## config.mk

```make
export PLATFORM = sky130hd
export DESIGN_NAME = hazard_detection_unit
export DESIGN_NICKNAME = d
export VERILOG_FILES = /design/src/rtl/hazard_detection_unit.sv
export SDC_FILE = /design/constraint.sdc
export NUM_CORES = 1
export LEC_CHECK = 0
export CORE_ASPECT_RATIO = 1.1
export CORE_MARGIN = 2
export CORE_UTILIZATION = 30
export DETAILED_ROUTE_END_ITERATION = 8
export PLACE_DENSITY = 0.56
export SETUP_SLACK_MARGIN = 0.15
export SLEW_MARGIN = 30
export SYNTH_ARGS = -nofsm -noshare
export SYNTH_HDL_FRONTEND = slang
export SYNTH_SLANG_ARGS = --single-unit
```

## constraint.sdc

```tcl
create_clock -name clk -period 2.7 [get_ports clk]
set_clock_uncertainty 0.2 [all_clocks]
set_input_delay 0.54 -clock clk [delete_from_list [all_inputs] [get_ports clk]]
set_output_delay 0.54 -clock clk [all_outputs]
set_load 0.05 [all_outputs]
```

## src/rtl/hazard_detection_unit.sv

```systemverilog
// Hazard detection and pipeline control for a 5-stage pipeline whose
// branches resolve in ID. The block produces stall (bubble), freeze
// (data memory busy) and redirect (IF/ID flush) controls, and counts
// bubble cycles and redirects in saturating counters.
//
// Control precedence each cycle: reset > freeze > stall > redirect.
// All control outputs are combinational in the current state, rem and
// inputs, so they are valid in the same cycle with no latency.
module hazard_detection_unit #(
  parameter int CNT_W = 16
) (
  input  logic             clk,
  input  logic             rst,
  input  logic             MemRead_ID_EX,
  input  logic             RegWrite_ID_EX,
  input  logic [4:0]       RegDst_ID_EX,
  input  logic             MemRead_EX_MEM,
  input  logic [4:0]       RegRD_EX_MEM,
  input  logic [4:0]       RegRS_IF_ID,
  input  logic [4:0]       RegRT_IF_ID,
  input  logic             UsesRT_IF_ID,
  input  logic             Branch_ID,
  input  logic             BranchTaken_ID,
  input  logic             MemBusy,
  output logic             PCWrite,
  output logic             IF_ID_Write,
  output logic             IF_ID_Flush,
  output logic             ID_EX_Flush,
  output logic             PipeFreeze,
  output logic [CNT_W-1:0] StallCycles,
  output logic [CNT_W-1:0] FlushCount
);

  typedef enum logic [1:0] {
    RUN    = 2'd0,
    STALL  = 2'd1,
    FREEZE = 2'd2
  } state_t;

  state_t     state;
  state_t     nextState;
  logic [1:0] rem;
  logic [1:0] nextRem;
  logic [1:0] need;
  logic       exMatch;
  logic       memMatch;
  logic       stallNow;
  logic       freezeNow;

  // True when a producer register feeds one of the ID sources; r0 never does.
  function automatic logic srcMatch(input logic [4:0] r,
                                    input logic [4:0] rs,
                                    input logic [4:0] rt,
                                    input logic       usesRt);
    srcMatch = (r != 5'd0) && ((r == rs) || (usesRt && (r == rt)));
  endfunction

  // Number of bubble cycles the ID instruction needs, as seen in RUN.
  always_comb begin
    exMatch  = srcMatch(RegDst_ID_EX, RegRS_IF_ID, RegRT_IF_ID, UsesRT_IF_ID);
    memMatch = srcMatch(RegRD_EX_MEM, RegRS_IF_ID, RegRT_IF_ID, UsesRT_IF_ID);
    need     = 2'd0;
    if (Branch_ID && MemRead_ID_EX && exMatch) begin
      need = 2'd2;
    end else if (MemRead_ID_EX && exMatch) begin
      need = 2'd1;
    end else if (Branch_ID && RegWrite_ID_EX && exMatch) begin
      need = 2'd1;
    end else if (Branch_ID && MemRead_EX_MEM && memMatch) begin
      need = 2'd1;
    end
  end

  // State and remaining-stall register; reset drops any stall in progress.
  always_ff @(posedge clk or posedge rst) begin
    if (rst) begin
      state <= RUN;
      rem   <= 2'd0;
    end else begin
      state <= nextState;
      rem   <= nextRem;
    end
  end

  // Next state: FREEZE exits straight into the RUN rules on the same cycle.
  always_comb begin
    nextState = state;
    nextRem   = rem;
    case (state)
      STALL: begin
        if (!MemBusy) begin
          nextRem   = (rem == 2'd0) ? 2'd0 : rem - 2'd1;
          nextState = (rem <= 2'd1) ? RUN : STALL;
        end
      end
      default: begin
        if (MemBusy) begin
          nextState = FREEZE;
        end else if (need != 2'd0) begin
          nextRem   = need - 2'd1;
          nextState = (need > 2'd1) ? STALL : RUN;
        end else begin
          nextState = RUN;
        end
      end
    endcase
  end

  // Pipeline controls with precedence reset > freeze > stall > redirect.
  always_comb begin
    freezeNow   = MemBusy;
    stallNow    = !MemBusy && ((state == STALL) || (need != 2'd0));
    PCWrite     = 1'b1;
    IF_ID_Write = 1'b1;
    IF_ID_Flush = BranchTaken_ID;
    ID_EX_Flush = 1'b0;
    PipeFreeze  = 1'b0;
    if (rst) begin
      PCWrite     = 1'b0;
      IF_ID_Write = 1'b0;
      IF_ID_Flush = 1'b1;
      ID_EX_Flush = 1'b1;
    end else if (freezeNow) begin
      PCWrite     = 1'b0;
      IF_ID_Write = 1'b0;
      IF_ID_Flush = 1'b0;
      PipeFreeze  = 1'b1;
    end else if (stallNow) begin
      PCWrite     = 1'b0;
      IF_ID_Write = 1'b0;
      IF_ID_Flush = 1'b0;
      ID_EX_Flush = 1'b1;
    end
  end

  // Saturating count of bubble cycles.
  always_ff @(posedge clk or posedge rst) begin
    if (rst) begin
      StallCycles <= '0;
    end else if (ID_EX_Flush && (StallCycles != {CNT_W{1'b1}})) begin
      StallCycles <= StallCycles + CNT_W'(1);
    end
  end

  // Saturating count of redirect (IF/ID flush) cycles.
  always_ff @(posedge clk or posedge rst) begin
    if (rst) begin
      FlushCount <= '0;
    end else if (IF_ID_Flush && (FlushCount != {CNT_W{1'b1}})) begin
      FlushCount <= FlushCount + CNT_W'(1);
    end
  end

endmodule

```

* After elaboration in Yosys (flattened, before gate mapping)
Index checks and enable logic that the tools add are counted.
** Word-level totals
- Register bits after elaboration :: 36
- Output and inout port bits :: 37
** Operators by class
- Add/subtract/negate cells :: 4
- Order comparisons :: 2
- Equal/unequal tests :: 8
- Mux-type cells :: 26
- Bitwise gates (word level) :: 1
- Reductions and logical operators :: 24
** Operator list (number)
- adder 16 x 1 -> 16 bit (second input constant) :: 2
- != test 16 bit (second input constant) :: 2
- == test 5 bit :: 4
- two-way mux 2 bit :: 9
- two-way mux 1 bit :: 17
- logical AND 1 bit :: 14
- nonzero test 5 bit :: 2
- nonzero test 2 bit :: 2
- subtractor 2 x 1 -> 2 bit (second input constant) :: 2
- logical OR 1 bit :: 3
- == test 2 x 1 -> 1 bit (second input constant) :: 1
- greater-than comparator 2 x 1 -> 1 bit (second input constant) :: 1
- <= comparator 2 x 1 -> 1 bit (second input constant) :: 1
- zero test 2 bit :: 1
- != test 2 bit (second input constant) :: 1
- AND reduction 2 bit :: 1
- zero test 1 bit :: 1
- NOT 1 bit :: 1

* Depth between registers and ports, before layout
Gate-level depths: netlist of the first run.
- Depth after elaboration :: 16
- Gate-level depth with buffers :: 8
- Gate-level depth less buffers :: 7

* Worst setup path before layout of the first run
Ideal clock, no wire load.
- Path type :: input-to-output
- Start :: in RegRD_EX_MEM[4]
- End :: out PCWrite
- Arrival :: 2687 ps
- Path slack :: -727 ps
- Stages on the path :: 7
- Path buffers :: 1
- Path through :: xnor2_1 nand4_1 o22ai_2 a41oi_4 nand2_1 nor3_1 buf_4
** On the way
- Longest elaborated chain between the ends :: 15
- Elaborated cells between the ends (all ways) :: 17
- Those cells by class :: eq/ne: 2; mux: 7; reduce/logical: 8
** RTL lines
- start, declared :: line 18 : input logic [4:0] RegRD_EX_MEM,
- == test 5 bit :: line 55 : srcMatch = (r != 5'd0) && ((r == rs) || (usesRt && (r == rt)));
- logical AND 1 bit :: line 55
- logical OR 1 bit :: line 55
- logical AND 1 bit * :: line 55
- logical AND 1 bit * :: line 69 : end else if (Branch_ID && MemRead_EX_MEM && memMatch) begin
- two-way mux 1 bit * :: line 69
- two-way mux 1 bit * :: line 67 : end else if (Branch_ID && RegWrite_ID_EX && exMatch) begin
- two-way mux 1 bit * :: line 65 : end else if (MemRead_ID_EX && exMatch) begin
- two-way mux 2 bit * :: line 63 : if (Branch_ID && MemRead_ID_EX && exMatch) begin
- nonzero test 2 bit * :: line 112 : stallNow = !MemBusy && ((state == STALL) || (need != 2'd0));
- logical OR 1 bit * :: line 112
- logical AND 1 bit * :: line 112
- two-way mux 1 bit * (3 in a row)
- end, declared :: line 25 : output logic PCWrite,
Mark *: on every way between the ends. The rest lies on a longest branch, timed or not.

* Worst setup path after layout of the first run
- Start :: in RegRS_IF_ID[3]
- End :: out IF_ID_Flush
** On the way
- Longest elaborated chain between the ends :: 14
- Elaborated cells between the ends (all ways) :: 20
- Those cells by class :: eq/ne: 2; mux: 7; reduce/logical: 11
** RTL lines
- start, declared :: line 19 : input logic [4:0] RegRS_IF_ID,
- == test 5 bit :: line 55
- logical OR 1 bit :: line 55
- logical AND 1 bit :: line 55
- logical AND 1 bit :: line 69
- two-way mux 1 bit :: line 69
- two-way mux 1 bit :: line 67
- two-way mux 1 bit :: line 65
- two-way mux 2 bit * :: line 63
- nonzero test 2 bit * :: line 112
- logical OR 1 bit * :: line 112
- logical AND 1 bit * :: line 112
- two-way mux 1 bit * :: line 128 : end else if (stallNow) begin
- two-way mux 1 bit * :: line 123 : end else if (freezeNow) begin
- two-way mux 1 bit * :: line 118 : if (rst) begin
- end, declared :: line 27 : output logic IF_ID_Flush,
Marked as above.

==> impl_metrics.tcl, run 1 <==
set metrics [dict create \
    status "complete, no violations" \
    drc 0 \
    fin_crit_sh 0.9892 \
    final_cells 368 \
    worst_pin_slew_ns 0.5298 \
    power.density_nw_per_um2 800.2 \
    rsz0062_at_grt "yes" \
    fillers 669 \
    avgSynthCellArea_um2 10.91 \
    drt-vias-per-instance 4.785 \
    whs_ns 0.2880 \
    multi_input_area_um2 1360 \
    yosysWarnings 0 \
    endpoint "IF_ID_Flush" \
    cp.required_ns 1.96 \
    hpwlAfterDp_mm 4.023 \
    areaGrowthSynthToFinish_pct 54.54 \
    pre_cts_slack_ns -0.4043 \
    synth_seq_cells 36 \
    fin_nets 313 \
    r2r-start "StallCycles[8]" \
    leakagePower_nw 1.396 \
    die_y_um 92.78 \
    async_flop_share 1.000 \
    startpoint_type "primary input" \
    worstHoldPathCells 1 \
    final-hold-violation-count 0 \
    startpoint "RegRS_IF_ID[3]" \
    crit_path_end_kind "output pin" \
    reg2reg_depth 8 \
    post-route-util 0.4768 \
    final_max_slew_viol_count 0 \
    worst_slack_ns 0.02904 \
    firstDrtPassIters 4 \
    grtUsageTotal 0.1477 \
    cts_max_level 2 \
    clock_sinks 36 \
    cts_tree "yes" \
    final_common_cell "clkdlybuf4s50_1" \
    io-pin-count 66 \
    critPathMaxFanout 3 \
    rows 32 \
    ys_seq_area_frac 0.4191 \
    ir_worst_vdd_mv 0.5172 \
    cts_buffers 5 \
    syn_nets 228 \
    fmax_mhz 374.4 \
    final_cell_mix "37 x clkdlybuf4s50_1, 36 x dfrtp_1, 22 x buf_4" \
    maxSlewHeadroom 0.6461 \
    yosys_most_used_dff "dfrtp_1" \
    portBuffers 65 \
    fin_setup_tns_ns 0 \
    clock_path_buffers 2 \
    avgRoutedWirePerCell_um 14.82 \
    finalSetupViolCount 0 \
    crit_type "in -> out" \
    synth.distinct_cells 43 \
    ant_nets 0 \
    hp-class "reg -> reg" \
    grt_pass1_wl_mm 9.294 \
    fp.coreArea_um2 6967 \
    clk_latency_ns 0.28 \
    overflow 0 \
    die_area_um2 7859 \
    place_congestion 0.8716 \
    start_util 0.3085 \
    worstPathArrival_ns 1.93 \
    die_x_um 84.71 \
    regArea_um2 900.9 \
    fin_crit_ns 2.671 \
    synth_top_cell_by_area "dfrtp_1" \
    dp_cells 358 \
    cap_viol_max_count 0 \
    synth.area.top_cells "dfrtp_1 42%, xnor2_1 13%, xor2_1 6.9%, nand4_1 4.9%, nor3_2 3.7%" \
    synth_area_um2 2150 \
    rrSetupSlack_ns 0.40 \
    cts_root_buf "clkbuf_8" \
    grt_antenna_before_repair 0 \
    syn-instance-count 197 \
    r2r-end "StallCycles[12]" \
    synth_top_area_frac 0.4191 \
    synth_edf_count 0 \
    cts.reportedPaths.clkPinSlew_ns 0.07 \
    wl_mm 5.453 \
    antennaDiodeCount 0 \
    drt_iter0_drc 73 \
    grt_max_degree 37 \
    vias 1761 \
    drive_gt1_frac 0.3534 \
    grt_pass1_vias 1842 \
]
-- synth_stat cells, types with 2 or more instances --
| library cell | number |
|---|---|
| dfrtp_1 | 36 |
| xnor2_1 | 32 |
| nand2_1 | 18 |
| nand4_1 | 17 |
| xor2_1 | 17 |
| nor3_2 | 8 |
| and3_1 | 6 |
| nand3_1 | 6 |
| nor2_1 | 6 |
| inv_1 | 5 |
| nor3_1 | 4 |
| nor4_1 | 4 |
| a21boi_0 | 2 |
| a31oi_1 | 2 |
| a41oi_4 | 2 |
| and3_4 | 2 |
| buf_4 | 2 |
| buf_6 | 2 |
| ha_1 | 2 |
-- kinds of logic (layout without fill, tap and decap cells) --
logic type | Yosys count | in the layout | synth area share
DFF | 36 | 36 | 0.4191
buffers and inverters | 12 | 98 | 0.03783
adders and majority gates | 2 | 2 | 0.01164
xor gates and xnor gates | 49 | 49 | 0.1997
muxes | 2 | 2 | 0.01222
AOI/OAI and AO/OA | 16 | 16 | 0.09197
and+or+nand+nor | 80 | 80 | 0.2276
-- routing by layer --
metal  wire [um]  global-route usage  up-vias
li1            -                   -      867
met1        2548              0.2071      838
met2        2528              0.2277       50
met3         289             0.03209        6
met4          85             0.04630        0
met5           0                   0        -
-- worst min-delay path by stage --
stage	startpoint	end	slack [ns]
finish	FlushCount[6]	FlushCount[6]	0.29
global route	FlushCount[12]	FlushCount[12]	0.32
CTS	FlushCount[6]	FlushCount[6]	0.29
detailed placement	FlushCount[6]	FlushCount[6]	0.28
global placement	FlushCount[6]	FlushCount[6]	0.28
floorplan	rem[0]	rem[0]	0.29
-- critical path, stage by stage --
cell	delay [ns]
buf_8	0.11
xnor2_4	0.15
nand3_2	0.11
o32ai_4	0.32
nand3_4	0.14
a41oi_4	0.25
clkinvlp_4	0.14
buf_8	0.16
-- through the flow --
step | instance area (um^2) | total power [mW]
after floorplan | 2198 | 1.788
after global placement | 3062 | 2.258
after detailed placement | 3062 | 2.263
after CTS | 3284 | 2.685
after global routing | 3322 | 2.818
final | 3322 | 2.658
-- state kept, by name, summed over array words and instances, names as in the netlist --
| register | flops |
|---|---|
| rem | 2 |
| StallCycles | 16 |
| state | 2 |
| FlushCount | 16 |
-- timing repair --
item | 4_1_cts | 5_1_grt
resized for setup | 127 | 10
hold buffers | 0 | 0
pin swaps | 32 | 9
setup buffers | 2 | 0
endpoints found under the setup margin | 34 | 5
-- where the power goes --
part	switching [mW]	internal, mW	total [mW]
registers	0.192	0.699	0.891
logic	0.865	0.527	1.39
clock network	0.195	0.180	0.375
total	1.25	1.41	2.66
-- cell type report --
cell class,count,share of cell area
Timing Repair Buffer,85,0.2542
Inverter,5,0.006780
Multi-Input combinational cell,149,0.4094
Sequential cell,36,0.2712
Clock inverter,3,0.005650
Tap cell,85,0.03202
Clock buffer,5,0.02072
Note: power is estimated with default switching activity, not from simulation.
==> run 2, diff against run 1 <==
--- a/config.mk
+++ b/config.mk
@@ -9,7 +9,7 @@
 export CORE_MARGIN = 2
 export CORE_UTILIZATION = 30
 export DETAILED_ROUTE_END_ITERATION = 8
-export PLACE_DENSITY = 0.56
+export PLACE_DENSITY_LB_ADDON = 0.08
 export SETUP_SLACK_MARGIN = 0.15
 export SLEW_MARGIN = 30
 export SYNTH_ARGS = -nofsm -noshare
==> impl_metrics.tcl, run 2 (synthesized netlist as in run 1, its figures left out) <==
set metrics [dict create \
    wl_mm 5.715 \
    cp.required_ns 1.96 \
    final_common_cell "dfrtp_1" \
    die_area_um2 7859 \
    pwr-share-comb 0.526 \
    io-pin-count 66 \
    portBuffers 65 \
    power.density_nw_per_um2 804.5 \
    cts.reportedPaths.clkPinSlew_ns 0.07 \
    avgRoutedWirePerCell_um 15.49 \
    cts_buffers 5 \
    reg_top3 "FlushCount: 16 flops, StallCycles: 16 flops" \
    finalSetupViolCount 0 \
    fin_area_um2 3274 \
    final-hold-violation-count 0 \
    rsz0062_at_grt "yes" \
    die_y_um 92.78 \
    final_cells 369 \
    vias 1808 \
    dp_cells 358 \
    leakagePower_nw 1.377 \
    grt_antenna_before_repair 0 \
    worstPathArrival_ns 1.91 \
    crit_path_cell_trace "buf_12 > xnor2_4 > nand3_2 > o32ai_4 > nand3_4 > a41oi_4 > clkinvlp_4 > buf_8" \
    drive_gt1_frac 0.3415 \
    hp-start "FlushCount[6]" \
    fp.coreArea_um2 6967 \
    status "complete, no violations" \
    fmax_mhz 378.0 \
    firstDrtPassIters 4 \
    hp-class "reg -> reg" \
    crit_path_end_kind "output pin" \
    place_congestion 0.8433 \
    areaGrowthSynthToFinish_pct 52.33 \
    cts_tree "yes" \
    ir_worst_vdd_mv 0.5159 \
    worst_slack_ns 0.05479 \
    startpoint_type "primary input" \
    clock_sinks 36 \
    final_cell_mix "36 x dfrtp_1, 35 x clkdlybuf4s50_1, 21 x xnor2_1, 21 x buf_4, 17 x nand4_1" \
    seqPwrFrac 0.340 \
    max_stage_delay_ns 0.32 \
    cts_max_level 2 \
    worst_pin_slew_ns 0.5118 \
    critPathMaxFanout 3 \
    drt-vias-per-instance 4.900 \
    placed_area_um2 3062 \
    grt_max_degree 37 \
    grtUsageTotal 0.1461 \
    fin_crit_sh 0.9797 \
    clk_latency_ns 0.28 \
    power.switching_mw 1.240 \
    final_max_slew_viol_count 0 \
    rows 32 \
    r2r-start "StallCycles[7]" \
    maxSlewHeadroom 0.6577 \
    swShare 0.4706 \
    overflow 0 \
    slowest_stage "o32ai_4" \
    antennaDiodeCount 0 \
    die_x_um 84.71 \
    clockPowerShare 0.134 \
    crit_type "in -> out" \
    hpwlAfterDp_mm 4.160 \
    grt_pass1_wl_mm 9.190 \
    startpoint "RegRS_IF_ID[3]" \
    fillers 674 \
    fin_nets 315 \
    cap_viol_max_count 0 \
    drc 0 \
    clock_path_buffers 2 \
    p_int_mw 1.394 \
    pre_cts_slack_ns -0.4493 \
    cts_root_buf "clkbuf_8" \
    ant_nets 0 \
    drt_iter0_drc 46 \
    fin_crit_ns 2.645 \
    grt_pass1_vias 1814 \
    hold_buffers 0 \
    start_util 0.3085 \
]
## run 2: cell count changes in the layout (fill, tap and decap cells not counted), moves of 2 or more
cell             before  now
buf_2                 6   10
buf_8                 6    3
clkdlybuf4s50_1      37   35
nor3_2                8   10
xnor2_1              17   21
xnor2_2              12    9
## run 2: critical path: cells and delay by family
kind / cells / cell delay, ns
buf+inv: 3 / 0.41
xor+xnor: 1 / 0.16
simple gates: 2 / 0.26
compound gates: 2 / 0.53
## run 2: final cells by class
class | count | area, um^2 | area share
well taps | 85 | 106.4 | 0.03248
flip-flops and latches | 36 | 900.9 | 0.2751
repair buffers | 87 | 844.6 | 0.2579
clock inverters | 1 | 5.005 | 0.001528
multi-input cells | 149 | 1323 | 0.4039
clock buffers | 6 | 72.57 | 0.02216
inverters | 5 | 22.52 | 0.006878
## run 2: metal layers
| metal | part of all wire | track usage |
|---|---|---|
| met3 | 0.057 | 0.03743 |
| met5 | 0 | 0 |
| met1 | 0.45 | 0.1899 |
| met2 | 0.49 | 0.2428 |
| met4 | 0.0093 | 0.03571 |
## run 2: timing repair
action,4_1_cts,5_1_grt
resized for setup,116,13
setup buffers,3,1
setup endpoints to repair,35,4
pin swaps,24,6
## run 2: power groups by stage
stage / clock network (mW) / registers [mW] / logic (mW)
3_3_place_gp: 0 / 0.910 / 1.36
5_1_grt: 0.389 / 0.930 / 1.46
2_1_floorplan: 0 / 1.39 / 0.401
6_report: 0.353 / 0.895 / 1.39
3_5_place_dp: 0 / 0.908 / 1.37
4_1_cts: 0.373 / 0.899 / 1.39
## run 2: final timing paths
path | to | slack (ns) | depth (start not counted)
setup / recovery | IF_ID_Flush | 0.05 | 8
setup reg to reg | StallCycles[10] | 0.44 | 8
min in group asynchronous | state[1] | 0.75 | 3
hold reg to reg | FlushCount[6] | 0.29 | 1
max in group asynchronous | FlushCount[12] | 1.23 | 3
hold / removal | FlushCount[6] | 0.29 | 1
## run 2: per-stage QoR
step           utilization  setup TNS [ns]  hold slack (ns)  power (mW)
3_5_place_dp        0.4395          -10.28           0.2773       2.277
6_report            0.4700               0           0.2891       2.634
5_1_grt             0.4700        -0.01262           0.3208       2.778
4_1_cts             0.4607               0           0.2908       2.658
3_3_place_gp        0.4395          -9.911           0.2779       2.274
2_1_floorplan            -               0           0.2947       1.788
==> run 3, diff against run 2 <==
--- a/config.mk
+++ b/config.mk
@@ -5,9 +5,11 @@
 export SDC_FILE = /design/constraint.sdc
 export NUM_CORES = 1
 export LEC_CHECK = 0
+export CELL_PAD_IN_SITES_DETAIL_PLACEMENT = 1
+export CELL_PAD_IN_SITES_GLOBAL_PLACEMENT = 2
 export CORE_ASPECT_RATIO = 1.1
 export CORE_MARGIN = 2
-export CORE_UTILIZATION = 30
+export CORE_UTILIZATION = 29
 export DETAILED_ROUTE_END_ITERATION = 8
 export PLACE_DENSITY_LB_ADDON = 0.08
 export SETUP_SLACK_MARGIN = 0.15
==> impl_metrics.tcl, run 3 (synthesized netlist as in run 1, its figures left out) <==
set metrics [dict create \
    reg2reg_depth 8 \
    crit_path_cell_trace "clkdlybuf4s50_1 > a21o_1 > nand3_4 > buf_4 > nand2_4 > nor3_4 > buf_12" \
    r2r-start "StallCycles[8]" \
    drc 0 \
    leakagePower_nw 1.370 \
    crit_path_end_kind "output pin" \
    worstPathArrival_ns 1.91 \
    critPathMaxFanout 2 \
    p_total_mw 2.667 \
    grtUsageTotal 0.1529 \
    grt_antenna_before_repair 0 \
    clk_latency_ns 0.29 \
    final-hold-violation-count 0 \
    min_to "FlushCount[3]" \
    hold_buffers 0 \
    power.density_nw_per_um2 805.8 \
    maxSlewHeadroom 0.6377 \
    die_y_um 94.30 \
    final_max_slew_viol_count 0 \
    cp.required_ns 1.96 \
    drt-vias-per-instance 4.849 \
    drt_iter0_drc 51 \
    vias 1799 \
    grt_max_degree 20 \
    fin_crit_ns 2.654 \
    fmax_mhz 376.7 \
    rsz0062_at_grt "yes" \
    die_x_um 86.09 \
    overflow 0 \
    fin_crit_sh 0.9831 \
    cts_buffers 5 \
    hp-class "reg -> reg" \
    portBuffers 65 \
    avgRoutedWirePerCell_um 15.58 \
    reg_top3 "FlushCount: 16 flops, StallCycles: 16 flops" \
    hp-start "FlushCount[3]" \
    cts_root_buf "clkbuf_8" \
    wl_mm 5.780 \
    rows 32 \
    areaGrowthSynthToFinish_pct 53.96 \
    io-pin-count 66 \
    worstHoldPathCells 1 \
    start_util 0.3033 \
    fillers 774 \
    worst_pin_slew_ns 0.5424 \
    fin_setup_tns_ns 0 \
    die_area_um2 8117 \
    max_stage_delay_ns 0.40 \
    cts_tree "yes" \
    clock_sinks 36 \
    r2r-end "StallCycles[8]" \
    fin_nets 316 \
    grt_pass1_vias 1955 \
    hpwlAfterDp_mm 4.471 \
    antennaDiodeCount 0 \
    ir_worst_vdd_mv 0.5919 \
    firstDrtPassIters 4 \
    final_cell_mix "36 x dfrtp_1, 36 x clkdlybuf4s50_1, 23 x xnor2_1, 23 x buf_4, 17 x nand4_1" \
    drive_gt1_frac 0.3322 \
    crit_type "in -> out" \
    status "complete, no violations" \
    cts_max_level 2 \
    rrSetupSlack_ns 0.46 \
    clock_path_buffers 2 \
    cts.reportedPaths.clkPinSlew_ns 0.07 \
    startpoint_type "primary input" \
    finalSetupViolCount 0 \
    ant_nets 0 \
    fp.coreArea_um2 7087 \
    cap_viol_max_count 0 \
    place_congestion 0.7251 \
    grt_pass1_wl_mm 9.867 \
    slowest_stage "clkdlybuf4s50_1" \
]
-- run 3: cell types whose count changed in the layout (fill, tap and decap cells not counted), moves of 2 or more --
cell     delta
buf_4       +2
buf_2       -2
xnor2_1     +2
xnor2_4     +2
xnor2_2     -4
-- run 3: layout make-up --
type	count	area [um^2]	share of cell area
clock buffers	7	76.32	0.02306
clock inverters	1	8.758	0.002647
inverters	5	22.52	0.006805
multi-input cells	149	1333	0.4026
flip-flops and latches	36	900.9	0.2722
well taps	85	106.4	0.03214
repair buffers	88	862.1	0.2605
-- run 3: worst max-delay path, delay by kind of cell --
kind                   cells  cell delay [ns]
buffers and inverters      3             0.73
and+or+nand+nor            3             0.43
AOI/OAI and AO/OA          1             0.22
-- run 3: where the power goes --
group | internal [mW] | total (mW) | switching (mW) | leakage [nW]
Clock | 0.184 | 0.375 | 0.191 | 0.0424
Sequential | 0.699 | 0.896 | 0.197 | 0.443
Combinational | 0.527 | 1.40 | 0.869 | 0.884
-- run 3: repair_timing --
item | in CTS | in global routing
pin swaps | 26 | 13
gates resized for setup | 108 | 26
setup endpoints to repair | 35 | 4
hold endpoints to repair | 0 | 0
setup buffers | 2 | 2
-- run 3: how the worst max path moves through the flow --
stage               startpoint           to  slack, ns  depth (start not counted)
2_1_floorplan  RegRD_EX_MEM[0]      PCWrite       0.02                          6
3_3_place_gp   RegRD_EX_MEM[3]  ID_EX_Flush      -0.45                          9
3_5_place_dp   RegRD_EX_MEM[3]  ID_EX_Flush      -0.43                          9
4_1_cts         RegRS_IF_ID[3]  IF_ID_Flush       0.02                          8
5_1_grt        RegDst_ID_EX[3]  IF_ID_Flush      -0.03                          8
6_report        RegWrite_ID_EX  IF_ID_Write       0.05                          7
-- run 3: routing by layer --
metal | GRT usage | wire length, um | share of wire
met1 | 0.2001 | 2592 | 0.45
met2 | 0.2571 | 2911 | 0.50
met3 | 0.03251 | 222 | 0.038
met4 | 0.03571 | 54 | 0.0093
met5 | 0 | 0 | 0
-- run 3: through the flow --
step           hold slack (ns)  cells  instance area, um^2    util  worst slack [ns]
2_1_floorplan           0.2947    197                 2198       -           0.02139
3_3_place_gp            0.2855    359                 3069  0.4331           -0.4504
3_5_place_dp            0.2869    359                 3069  0.4331           -0.4317
4_1_cts                 0.3005    369                 3187  0.4497           0.02497
5_1_grt                 0.3238    371                 3309  0.4670          -0.02638
6_report                0.2923    371                 3309  0.4670           0.04555
